<file path="src/rtl/rv_ctrl_pkg.sv">
// Shared constants for the multicycle RV64 subset control path.
// Opcodes, FSM state codes, ALUOp and operand-B select encodings.
package rv_ctrl_pkg;

    localparam logic [6:0] OPC_RTYPE = 7'b0110011;
    localparam logic [6:0] OPC_LD    = 7'b0000011;
    localparam logic [6:0] OPC_SD    = 7'b0100011;
    localparam logic [6:0] OPC_BEQ   = 7'b1100011;

    localparam logic [3:0] S_FETCH     = 4'd0;
    localparam logic [3:0] S_DECODE    = 4'd1;
    localparam logic [3:0] S_MEM_ADDR  = 4'd2;
    localparam logic [3:0] S_MEM_READ  = 4'd3;
    localparam logic [3:0] S_MEM_WB    = 4'd4;
    localparam logic [3:0] S_MEM_WRITE = 4'd5;
    localparam logic [3:0] S_EXECUTE   = 4'd6;
    localparam logic [3:0] S_ALU_WB    = 4'd7;
    localparam logic [3:0] S_BRANCH    = 4'd8;
    localparam logic [3:0] S_HALT      = 4'd9;

    localparam logic [1:0] ALUOP_ADD   = 2'b00;
    localparam logic [1:0] ALUOP_SUB   = 2'b01;
    localparam logic [1:0] ALUOP_FUNCT = 2'b10;

    localparam logic [1:0] SRCB_RS2  = 2'b00;
    localparam logic [1:0] SRCB_FOUR = 2'b01;
    localparam logic [1:0] SRCB_IMM  = 2'b10;

    typedef struct packed {
        logic       pc_write;
        logic       pc_write_cond;
        logic       i_or_d;
        logic       mem_read;
        logic       mem_write;
        logic       ir_write;
        logic       mem_to_reg;
        logic       reg_write;
        logic       alu_src_a;
        logic [1:0] alu_src_b;
        logic       pc_source;
        logic [1:0] alu_op;
        logic       retire;
        logic       illegal;
    } ctrl_t;

endpackage

</file>
<file path="src/rtl/multicycle_control.sv">
// Main control FSM of the multicycle RV64 subset datapath (R-type, ld, sd, beq).
// Registered state plus one combinational next-state / output process.
module multicycle_control
    import rv_ctrl_pkg::*;
#(
    parameter int ILLEGAL_TRAP = 1,
    parameter int STATE_W      = 4
) (
    input  logic               clk,
    input  logic               reset,
    input  logic [6:0]         opcode,
    input  logic               zero,
    input  logic               mem_ready,
    output logic               pc_write,
    output logic               pc_write_cond,
    output logic               i_or_d,
    output logic               mem_read,
    output logic               mem_write,
    output logic               ir_write,
    output logic               mem_to_reg,
    output logic               reg_write,
    output logic               alu_src_a,
    output logic [1:0]         alu_src_b,
    output logic               pc_source,
    output logic               aluOp1,
    output logic               aluOp0,
    output logic               retire,
    output logic               illegal,
    output logic [STATE_W-1:0] state
);

    logic [3:0] state_q;
    logic [3:0] state_d;
    ctrl_t      ctrl;
    ctrl_t      ctrl_o;

    // The branch decision is applied by the datapath, not by this FSM.
    logic unused_zero;
    assign unused_zero = zero;

    always_ff @(posedge clk) begin
        if (reset) state_q <= S_FETCH;
        else       state_q <= state_d;
    end

    always_comb begin
        ctrl    = '0;
        state_d = S_FETCH;
        case (state_q)
            S_FETCH: begin
                ctrl.mem_read  = 1'b1;
                ctrl.alu_src_b = SRCB_FOUR;
                ctrl.alu_op    = ALUOP_ADD;
                ctrl.ir_write  = mem_ready;
                ctrl.pc_write  = mem_ready;
                state_d        = mem_ready ? S_DECODE : S_FETCH;
            end
            S_DECODE: begin
                ctrl.alu_src_b = SRCB_IMM;
                ctrl.alu_op    = ALUOP_ADD;
                case (opcode)
                    OPC_LD, OPC_SD: state_d = S_MEM_ADDR;
                    OPC_RTYPE:      state_d = S_EXECUTE;
                    OPC_BEQ:        state_d = S_BRANCH;
                    default: begin
                        ctrl.illegal = 1'b1;
                        state_d = (ILLEGAL_TRAP != 0) ? S_HALT : S_FETCH;
                    end
                endcase
            end
            S_MEM_ADDR: begin
                ctrl.alu_src_a = 1'b1;
                ctrl.alu_src_b = SRCB_IMM;
                ctrl.alu_op    = ALUOP_ADD;
                state_d = (opcode == OPC_SD) ? S_MEM_WRITE : S_MEM_READ;
            end
            S_MEM_READ: begin
                ctrl.mem_read = 1'b1;
                ctrl.i_or_d   = 1'b1;
                state_d       = mem_ready ? S_MEM_WB : S_MEM_READ;
            end
            S_MEM_WB: begin
                ctrl.reg_write  = 1'b1;
                ctrl.mem_to_reg = 1'b1;
                ctrl.retire     = 1'b1;
            end
            S_MEM_WRITE: begin
                ctrl.mem_write = 1'b1;
                ctrl.i_or_d    = 1'b1;
                ctrl.retire    = mem_ready;
                state_d        = mem_ready ? S_FETCH : S_MEM_WRITE;
            end
            S_EXECUTE: begin
                ctrl.alu_src_a = 1'b1;
                ctrl.alu_src_b = SRCB_RS2;
                ctrl.alu_op    = ALUOP_FUNCT;
                state_d        = S_ALU_WB;
            end
            S_ALU_WB: begin
                ctrl.reg_write = 1'b1;
                ctrl.retire    = 1'b1;
            end
            S_BRANCH: begin
                ctrl.alu_src_a     = 1'b1;
                ctrl.alu_src_b     = SRCB_RS2;
                ctrl.alu_op        = ALUOP_SUB;
                ctrl.pc_write_cond = 1'b1;
                ctrl.pc_source     = 1'b1;
                ctrl.retire        = 1'b1;
            end
            S_HALT:  state_d = S_HALT;
            default: state_d = S_FETCH;
        endcase
    end

    // Reset silences every output in the same cycle, abandoning any access.
    assign ctrl_o = reset ? '0 : ctrl;

    assign pc_write      = ctrl_o.pc_write;
    assign pc_write_cond = ctrl_o.pc_write_cond;
    assign i_or_d        = ctrl_o.i_or_d;
    assign mem_read      = ctrl_o.mem_read;
    assign mem_write     = ctrl_o.mem_write;
    assign ir_write      = ctrl_o.ir_write;
    assign mem_to_reg    = ctrl_o.mem_to_reg;
    assign reg_write     = ctrl_o.reg_write;
    assign alu_src_a     = ctrl_o.alu_src_a;
    assign alu_src_b     = ctrl_o.alu_src_b;
    assign pc_source     = ctrl_o.pc_source;
    assign aluOp1        = ctrl_o.alu_op[1];
    assign aluOp0        = ctrl_o.alu_op[0];
    assign retire        = ctrl_o.retire;
    assign illegal       = ctrl_o.illegal;
    assign state         = reset ? '0 : STATE_W'(state_q);

endmodule
</file>
<file path="config.mk">
export PLATFORM = sky130hd
export DESIGN_NAME = multicycle_control
export DESIGN_NICKNAME = d
export VERILOG_FILES = /design/src/rtl/rv_ctrl_pkg.sv /design/src/rtl/multicycle_control.sv
export SDC_FILE = /design/constraint.sdc
export NUM_CORES = 1
export LEC_CHECK = 0
export ABC_AREA = 1
export BUFFER_PORTS_ARGS = -buffer_cell sky130_fd_sc_hd__buf_2
export CAP_MARGIN = 20
export CORE_AREA = 10 10 47 49
export DETAILED_ROUTE_END_ITERATION = 8
export DIE_AREA = 0 0 57 59
export PLACE_DENSITY_LB_ADDON = 0.25
export SLEW_MARGIN = 20
export SYNTH_ARGS = -nofsm -noshare
export SYNTH_HDL_FRONTEND = slang
export SYNTH_SLANG_ARGS = --single-unit
export TNS_END_PERCENT = 30
</file>
<file path="constraint.sdc">
create_clock -name clk -period 1.4 [get_ports clk]
set_clock_uncertainty 0.2 [all_clocks]
set_input_delay 0.07 -clock clk [delete_from_list [all_inputs] [get_ports clk]]
set_output_delay 0.07 -clock clk [all_outputs]
set_load 0.1 [all_outputs]
</file>
==> qor.csv, run 1 <==
metric;value;unit
yosys-top-cells-area;nand2_1, dfxtp_1, nor2_1;
status;stopped before the end;
yosys.area.top_type;nand2_1;
netlist_area;500;sq um
synth_top_flop_cell;dfxtp_1;
start_util;0.357;
synth_nets;107;
syn_inst;96;
io_buffers;29;
cts_made_buffers;3;
synth_top_area_share;0.173;
die_h;59;um
ys_ff_latch;4;
ys_warn_count;0;
clockBufferDepth;2;
error_line;[ERROR DPL-0038] Utilization greater than 100%, impossible to legalize;
rows;14;
syn_area_per_cell;5.21;sq um
stop_stage;global routing (5_1_grt);
grt_max_degree;8;
ctsHtreeMaxLevel;1;
post-dp-hpwl;1.81;mm
clk_root_buffer_cell;clkbuf_4;
die-width;57;um
cts_sinks;4;
async_reset_ff_frac;0;
synth_edf_count;0;
seq_area_frac_synth;0.160;
synth.distinct_cells;18;
io_pins;31;
postGrtWorstEndpoint;retire;
endpoint_type;primary output;
place_congestion;0.891;
## cells in the mapped netlist, drive strengths merged (2+ instances only)
cell,instances
nor2,24
a21oi,3
inv,19
nand3,10
buf,2
dfxtp,4
nor3,3
nand2,24
## metrics by stage
step | cells | TNS, ns | instance area, sq um | hold WS (ns) | worst slack [ns]
floorplan | 96 | -6.01 | 677 | 0.0395 | -0.581
global placement | 154 | -0.0727 | 1220 | 0.236 | -0.0262
detailed placement | 154 | -0.383 | 1220 | 0.234 | -0.0863
CTS | 163 | -3.31 | 1360 | 0.0126 | -0.245
## logic make-up after synthesis
family / after synthesis / share of synthesized area
and+or+nand+nor: 64 / 0.580
buffers and inverters: 22 / 0.180
AOI/OAI and AO/OA: 6 / 0.0800
DFF: 4 / 0.160
## timing repair
item | 4_1_cts
endpoints found under the hold margin | 1
pin swaps | 10
buffers inserted | 4
resized for setup | 17
hold buffers | 1
endpoints found under the setup margin | 20
==> run 2: changes to the inputs <==
--- a/config.mk
+++ b/config.mk
@@ -8,10 +8,10 @@
 export ABC_AREA = 1
 export BUFFER_PORTS_ARGS = -buffer_cell sky130_fd_sc_hd__buf_2
 export CAP_MARGIN = 20
-export CORE_AREA = 10 10 47 49
+export CORE_AREA = 10 10 71 73
 export DETAILED_ROUTE_END_ITERATION = 8
-export DIE_AREA = 0 0 57 59
-export PLACE_DENSITY_LB_ADDON = 0.25
+export DIE_AREA = 0 0 81 83
+export PLACE_DENSITY_LB_ADDON = 0.15
 export SLEW_MARGIN = 20
 export SYNTH_ARGS = -nofsm -noshare
 export SYNTH_HDL_FRONTEND = slang
==> run 2 against run 1 <==
The flow now finishes, with violations (setup timing). Area after synthesis unchanged. Synthesized cell count unchanged.
==> qor.csv, run 2 <==
metric;value;unit;change
status;complete, but fails checks;;
failed_checks;setup timing;;
start_util;0.138;;-0.219
drv_slew;0;;
p_leak;0.654;nW;
instances_no_fill;193;;
overflow;0;;
multi_input_area;532;sq um;
rows;22;;+8
grt_max_degree;8;;
track_usage;0.0605;;
critical_path_class;flip-flop to output port;;
worstMarginPinSlew;0.283;ns;
io_buffers;29;;unchanged
final_common_cell;buf_12;;
hold_violations;0;;
drtPass1Iterations;3;;
regMostFlops;state_q;;
route.detailed.drc;0;;
synth_edf_count;0;;unchanged
fin_crit_sh;1.18;;
seq_area_frac_synth;0.160;;unchanged
coreArea;0.00363;sq mm;
largest_reg_flops;4;;
vias;753;;
synth_top_flop_cell;dfxtp_1;;
synthToLayoutAreaGrowth;182;%;
combPwrFrac;0.607;;
async_reset_ff_frac;0;;unchanged
avgRoutedWirePerCell;10.5;um;
final_cell_mix;buf_12, buf_4, nand2_1;;
swShare;0.460;;
fmax;0.607;GHz;
syn_area_per_cell;5.21;sq um;unchanged
vdd.ir_drop.worst;0.260;mV;
fin_ws;-0.246;ns;
ant_nets;0;;
reg.largest.list;state_q: 4 flops;;
holdWs;0.0583;ns;
antennaDiodeCount;0;;
post-synth-top-count-cell;nand2_1;;
rsz0062_at_grt;true;;
required;1.13;ns;
clockBufferDepth;2;;unchanged
die_area;0.00672;sq mm;
ctsHtreeMaxLevel;1;;unchanged
regArea;92.6;sq um;
synth.distinct_cells;18;;unchanged
utilization;0.389;;
period_minus_slack;1.65;ns;
finalPower;1.00;mW;
dp.cells;188;;+22%
synthTopCellsByCount;nand2_1, nor2_1, inv_1;;
clk_root_buffer_cell;clkbuf_8;;
finalSetupViolCount;16;;
die-width;81;um;+42%
fin_area;0.00141;sq mm;
cts_tree;built;;
cp_slowest_cell;dfxtp_4;;
cts_made_buffers;3;;unchanged
vias_per_cell;3.90;;
final_nets;157;;
intPower;0.541;mW;
drt_iter0_markers;22;;
dpl_cell_area;0.00129;sq mm;+5.5%
yosys.area.top_type;nand2_1;;
p_switching;0.460;mW;
post-dp-hpwl;1.82;mm;+0.56%
synth_nets;107;;unchanged
crit_fanout;4;;
powerDensity;708;mW/mm^2;
clkPwrFrac;0.263;;
netlist_area;500;sq um;unchanged
yosys-top-cells-area;nand2_1, dfxtp_1, nor2_1;;
hold_path.class;input port to flip-flop;;
slew_headroom;0.811;;
power_frac_seq;0.129;;
drive_above_1_share;0.683;;
ys_warn_count;0;;unchanged
rrSetupSlack;0.01;ns;
clk_latency;0.22;ns;
synth_top_area_share;0.173;;unchanged
clk_pin_slew;0.04;ns;
io_pins;31;;unchanged
routed_wl;2.03;mm;
die_h;83;um;+41%
place_congestion;0.775;;-13%
startpoint_type;flip-flop;;
cap_violations;0;;
syn_inst;96;;unchanged
dpl_worst_slack;-0.0486;ns;+0.0377 ns
slowest_delay;0.36;ns;
grt_pass1_vias;752;;
cts_sinks;4;;unchanged
ys_ff_latch;4;;unchanged
crit_path_end_kind;output port;;
antenna_found_initial;0;;
nFillCells;388;;
cp.arrival;1.38;ns;
worstPathCellList;buf_12, nor2_4, nand2_4, nor2_4, nand2_2, nand3_4, buf_12;;
fin_tns_setup;-2.83;ns;
grt_pass1_wl;3.31;mm;
[run 2: cell counts after synthesis]
Identical to the previous run, type by type.
[run 2: layout make-up]
cell class	count	share of cell area
Clock buffer	4	0.0319
Inverter	19	0.0585
Multi-Input combinational cell	70	0.376
Sequential cell	4	0.0655
Tap cell	48	0.0425
Timing Repair Buffer	48	0.425
[run 2: kinds of logic (layout without fill, tap and decap cells)]
group                  Yosys count  count (layout)  share of synthesized area
AO/OA/AOI/OAI                    6               6                     0.0800
buffers and inverters           22              71                      0.180
AND/OR/NAND/NOR                 64              64                      0.580
flip-flops                       4               4                      0.160
[run 2: worst paths after layout]
path	startpoint	end	cells after the start
hold reg to reg	state_q[1]	state_q[3]	3
setup / recovery	state_q[3]	retire	7
hold / removal	reset	state_q[3]	3
setup reg to reg	state_q[3]	state_q[0]	8
[run 2: worst max-delay path: cells and delay by family, from the launching register on]
family | cells | cell delay, ns
and+or+nand+nor | 5 | 0.49
DFF | 1 | 0.36
buffers and inverters | 2 | 0.30
[run 2: power by group through the flow]
| stage | sequential [mW] | clock [mW] | combinational [mW] |
|---|---|---|---|
| floorplan | 0.135 | 0 | 0.359 |
| global placement | 0.131 | 0 | 0.582 |
| detailed placement | 0.131 | 0 | 0.583 |
| CTS | 0.129 | 0.272 | 0.597 |
| global route | 0.130 | 0.288 | 0.637 |
| finish | 0.129 | 0.264 | 0.608 |
[run 2: per-layer routing]
layer	part of all wire	GRT usage
met1	0.39	0.0606
met2	0.51	0.103
met3	0.078	0.0237
met4	0.017	0.0329
met5	0	0
[run 2: what timing repair did]
action,CTS,global route
pin swaps,8,3
hold buffers,0,0
gates resized for setup,8,12
buffers inserted,0,1
setup endpoints to repair,17,21
Note: power is estimated with default switching activity, not from simulation.
